File: src/rtl/jk_sync_down_counter.sv
// jk_sync_down_counter
//   Synchronous modulo-MODULUS down counter built from JK toggle cells.
//   Counts MODULUS-1 down to 0, with parallel load (clamped to MODULUS-1),
//   count enable, a combinational zero flag and a registered borrow pulse
//   that is coincident with the wrapped value. All state changes happen on
//   the falling edge of clk; rst clears everything asynchronously.
//
//   Optional feature, selected by the macro DOWN_CNT_ONESHOT_EN:
//     defined   - one-shot mode: counting stops at 0 and sets done, which
//                 holds until a load or reset; en is ignored while done=1.
//     undefined - free-running wrap to MODULUS-1 with borrow; done tied 0.
module jk_sync_down_counter #(
  parameter int WIDTH   = 4,
  parameter int MODULUS = 16
) (
  input  logic             clk,
  input  logic             rst,
  input  logic             en,
  input  logic             load,
  input  logic [WIDTH-1:0] din,
  output logic [WIDTH-1:0] q,
  output logic             zero,
  output logic             borrow,
  output logic             done
);

  // Largest legal count; also the wrap target and the load clamp value.
  localparam logic [WIDTH-1:0] MOD_MAX = WIDTH'(MODULUS - 1);

  logic [WIDTH-1:0] cnt_q, cnt_d;
  logic             borrow_q, borrow_d;
  logic [WIDTH-1:0] toggle;
  logic [WIDTH-1:0] jk_next;
  logic             cnt_zero;

`ifdef DOWN_CNT_ONESHOT_EN
  logic done_q, done_d;
`endif

  assign cnt_zero = (cnt_q == '0);

  // Toggle chain: bit i toggles when enabled and every lower bit is 0,
  // which is the down-count rule T[i] = en & (q[i-1:0] == 0).
  always_comb begin
    toggle[0] = en;
    for (int i = 1; i < WIDTH; i++) begin
      toggle[i] = toggle[i-1] & ~cnt_q[i-1];
    end
  end

  // JK cells with J = K = T: set when 0 and T, keep when 1 and not T.
  always_comb begin
    for (int i = 0; i < WIDTH; i++) begin
      jk_next[i] = (toggle[i] & ~cnt_q[i]) | (~toggle[i] & cnt_q[i]);
    end
  end

  // Next-state selection with priority load > en > hold.
  always_comb begin
    // NOTE: every output of this block gets a default first so no path
    // leaves a variable unassigned, which would otherwise infer a latch.
    cnt_d    = cnt_q;
    borrow_d = 1'b0;
`ifdef DOWN_CNT_ONESHOT_EN
    done_d   = done_q;
`endif
    if (load) begin
      cnt_d = (din > MOD_MAX) ? MOD_MAX : din;
`ifdef DOWN_CNT_ONESHOT_EN
      done_d = 1'b0;
`endif
    end else if (en) begin
`ifdef DOWN_CNT_ONESHOT_EN
      // Terminal count parks at 0 and raises done; en is dead once done.
      if (!done_q) begin
        if (cnt_zero) begin
          done_d = 1'b1;
        end else begin
          cnt_d = jk_next;
        end
      end
`else
      // Modulus wrap overrides the toggle result at 0 (identical to it
      // when MODULUS == 2**WIDTH).
      if (cnt_zero) begin
        cnt_d    = MOD_MAX;
        borrow_d = 1'b1;
      end else begin
        cnt_d = jk_next;
      end
`endif
    end
  end

  // State registers: falling-edge clocked, asynchronously cleared by rst.
  always_ff @(negedge clk or posedge rst) begin
    // NOTE: sequential state uses non-blocking assignments so every register
    // samples the pre-edge values, independent of statement order.
    if (rst) begin
      cnt_q    <= '0;
      borrow_q <= 1'b0;
    end else begin
      cnt_q    <= cnt_d;
      borrow_q <= borrow_d;
    end
  end

`ifdef DOWN_CNT_ONESHOT_EN
  // One-shot terminal flag register.
  always_ff @(negedge clk or posedge rst) begin
    if (rst) begin
      done_q <= 1'b0;
    end else begin
      done_q <= done_d;
    end
  end

  assign done = done_q;
`else
  assign done = 1'b0;
`endif

  assign q      = cnt_q;
  assign zero   = cnt_zero;
  assign borrow = borrow_q;

endmodule

File: config.mk
export PLATFORM = sky130hd
export DESIGN_NAME = jk_sync_down_counter
export DESIGN_NICKNAME = d
export VERILOG_FILES = /design/src/rtl/jk_sync_down_counter.sv
export SDC_FILE = /design/constraint.sdc
export NUM_CORES = 1
export LEC_CHECK = 0
export ABC_CLOCK_PERIOD_IN_PS = 4900
export CAP_MARGIN = 30
export CORE_AREA = 2 2 39 41
export DETAILED_ROUTE_END_ITERATION = 12
export DIE_AREA = 0 0 41 43
export HOLD_SLACK_MARGIN = 0.12
export MAX_ROUTING_LAYER = met4
export PLACE_DENSITY = 0.56
export SLEW_MARGIN = 20
export SYNTH_ARGS = -nofsm -noshare
export SYNTH_HDL_FRONTEND = slang
export SYNTH_SLANG_ARGS = --single-unit
File: constraint.sdc
create_clock -name clk -period 4.9 [get_ports clk]
set_clock_uncertainty 0.2 [all_clocks]
set_input_delay 0.98 -clock clk [delete_from_list [all_inputs] [get_ports clk]]
set_output_delay 0.98 -clock clk [all_outputs]
set_load 0.02 [all_outputs]
==> results by group <==
Outcome
  • Outcome: complete, but fails checks
  • Violated checks: setup timing

Critical path
  • Slowest cell delay on critical path: between 500 and 600 ps
  • Max FO, Critical Path: 2
  • Setup crit start kind: flip-flop
  • Arr. time, crit path: 3760 ps
  • Crit path cell chain: or4_4 -> inv_2 -> buf_6
  • Critical path buffers and inverters: 2
  • Critical path's slowest cell: or4_4
  • Worst Path Required: 3720 ps
  • Crit. End Element: primary output
  • Crit path max-delay family: simple AND/OR/NAND/NOR gates
  • Crit path kind: flip-flop to primary output

Synthesis
  • Post-synthesis cell area: 305 sq um
  • Synth Instances: 33
  • Synth Area per Inst: 9.25 sq um
  • Register area share after synthesis: 0.410
  • #FFs+latches synth: 5
  • Synthesized Nets: between 40 and 50
  • Warnings from Yosys: 0
  • Netlist cell types: 17

Clock tree
  • CTS tree: yes
  • Setup Buffers After CTS: 0
  • Clk buf depth: 2
  • Worst skew pair latency: approximately 250 ps
  • Hold buffers post-CTS: 0
  • CTS root buffer: clkbuf_4
  • Clock transition at path regs: about 30 ps
  • Clk sinks: 5
  • H-tree levels: 1
  • CTS Buf Count: 3

GRT
  • Largest net degree at the start of global routing: 10
  • First-pass GRT wire length: 1170 microns
  • Initial antenna violation count: 0
  • Grt total ovfl: 0
  • Number of global-route vias before repair: ~290
  • Total GRT Usage: 0.101

Power and ir drop
  • Int Power: a little over 0.1 mW
  • Pwr Total: 0.140 mW
  • Pleak: 0.261 nW
  • Gate power share: 0.332
  • Switching share of power: 0.278
  • Part of the power in registers: 0.344
  • PwrDens: roughly 270 nW/um^2
  • Peak supply drop: 0.163 mV
  • Clock Power Share: 0.324
  • Net switching power: a little under 0.04 mW

Floorplanning
  • Ports: 15
  • Core area: about 1400 sq um
  • Initial Utilization: 0.221
  • Die X-Extent: ~41 microns
  • Chip Height: 43 microns
  • FP Rows: 14
  • Die area: 1760 sq um

Cells and area
  • Synth-to-Final Area Change: 67.2%
  • Commonest non-fill, non-tap cell in the layout: clkdlybuf4s50_1
  • Multi-input gate area: roughly 150 sq um
  • Fill count: 156
  • # diodes: 0
  • Layout net count: 65
  • Commonest cells after routing, fill and taps aside: 8 x clkdlybuf4s50_1, 6 x buf_4, 5 x dfrtn_1
  • Layout cells sized above 1: 0.245
  • Core Util, Final: 0.369
  • Sequential standard cell area: between 100 and 150 sq um

Place
  • Port-buffer cells: 13
  • Setup Slack @ Placement: -254 ps
  • Gpl congestion: 0.724
  • DP Wirelength: 535 microns

Timing
  • Final setup margin: -37.7 ps
  • Final Slew Violations: 0
  • Worst hold slack: 551 ps
  • Final Hold Fails: 0
  • Unrepaired setup endpoints after global routing: yes
  • # setup viols final: 1

Routing
  • DR WL met2: 310 microns
  • Top sig layer: met3
  • DRC viols: 0
  • Final ANT Viol Nets: 0
  • Via-to-Cell Ratio: about 4.2
  • Wirelength per Cell: 9.03 microns
  • Metal-1 WL: between 200 and 300 microns
  • Initial DRC Count: 3
  • Final WL: 623 microns
  • Met3 routed WL: ~30 microns
  • Vias: 289
  • Router iterations before antenna repair: 4

Hold path
  • Hold Path Class: flip-flop to flip-flop

Job
  • Max Cap Violations: 0
## flip-flops by register name, summed over array words and instances (netlist names)
name / cells
q: 4
borrow: 1
## synth_stat cells
cell / instances / area, sq um
clkbuf_1: 2 / 7.51
o21ai_0: 1 / 5.00
inv_2: 1 / 3.75
dfrtn_1: 5 / 125
nor3_1: 1 / 5.00
a311oi_1: 3 / 26.3
nand3_1: 1 / 5.00
conb_1: 1 / 3.75
nor2_1: 3 / 11.3
inv_1: 4 / 15.0
a21o_1: 3 / 22.5
nor3b_1: 1 / 7.51
o31ai_1: 1 / 7.51
ha_1: 3 / 37.5
or4_4: 1 / 11.3
nand2_1: 1 / 3.75
buf_4: 1 / 7.51
## through the flow
stage	setup TNS (ps)	cell area (sq um)	std cells
5_1_grt	-84.8	510	69
6_report	-37.7	510	69
3_3_place_gp	-716	485	65
4_1_cts	-49.6	508	69
3_5_place_dp	-738	485	65
2_1_floorplan	0	305	33
## cell families after synthesis
group,after synthesis,share of synthesized area
AO/OA/AOI/OAI,8,0.201
buffers and inverters,8,0.111
AND/OR/NAND/NOR,8,0.143
flip-flops,5,0.410
adder cells (fa/ha/maj),3,0.123
other,1,0.0123
## path summary, 6_finish.rpt
check                      from  endpoint  slack [ps]  cells past startpoint
setup / recovery           q[0]      zero         -40                      3
hold / removal             q[3]      q[3]         550                      3
setup reg to reg           q[0]      q[2]        3160                      7
hold reg to reg            q[3]      q[3]         550                      3
max in group asynchronous   rst      q[2]        1230                      2
min in group asynchronous   rst      q[0]        3060                      2
## per-layer routing
| metal | vias up | GRT usage |
|---|---|---|
| li1 | 153 | - |
| met1 | 130 | 0.125 |
| met2 | 6 | 0.141 |
| met4 | 0 | 0.0600 |
| met3 | 0 | 0.0314 |
| met5 | - | - |
## repair_timing
| item | CTS | global route |
|---|---|---|
| setup endpoints to repair | 5 | 2 |
| pin swaps | 1 | 1 |
| endpoints found under the hold margin | 0 | 0 |
| gates cloned | 0 | 0 |
| gates resized for setup | 10 | 1 |
## power groups by stage
stage / combinational [mW] / sequential [mW] / clock [mW]
after floorplan: 0.0178 / 0.0555 / 0
after global placement: 0.0498 / 0.0487 / 0
after detailed placement: 0.0499 / 0.0489 / 0
after CTS: 0.0474 / 0.0483 / 0.0481
after global routing: 0.0529 / 0.0487 / 0.0515
final: 0.0466 / 0.0483 / 0.0454
## area by class of cell
cell class | instances | share of cell area
timing repair buffer | 19 | 0.336
multi-input combinational | 20 | 0.292
sequential | 5 | 0.245
clock buffer | 4 | 0.0515
tap | 16 | 0.0392
inverter | 5 | 0.0368
## tightest hold or removal path: cells and delay by family, from the launching register on
family                 cells  cell delay [ps]
AOI/OAI and AO/OA          1              260
buffers and inverters      1              120
DFF                        1              400
and+or+nand+nor            1               40
Note: power is estimated with default switching activity, not from simulation.
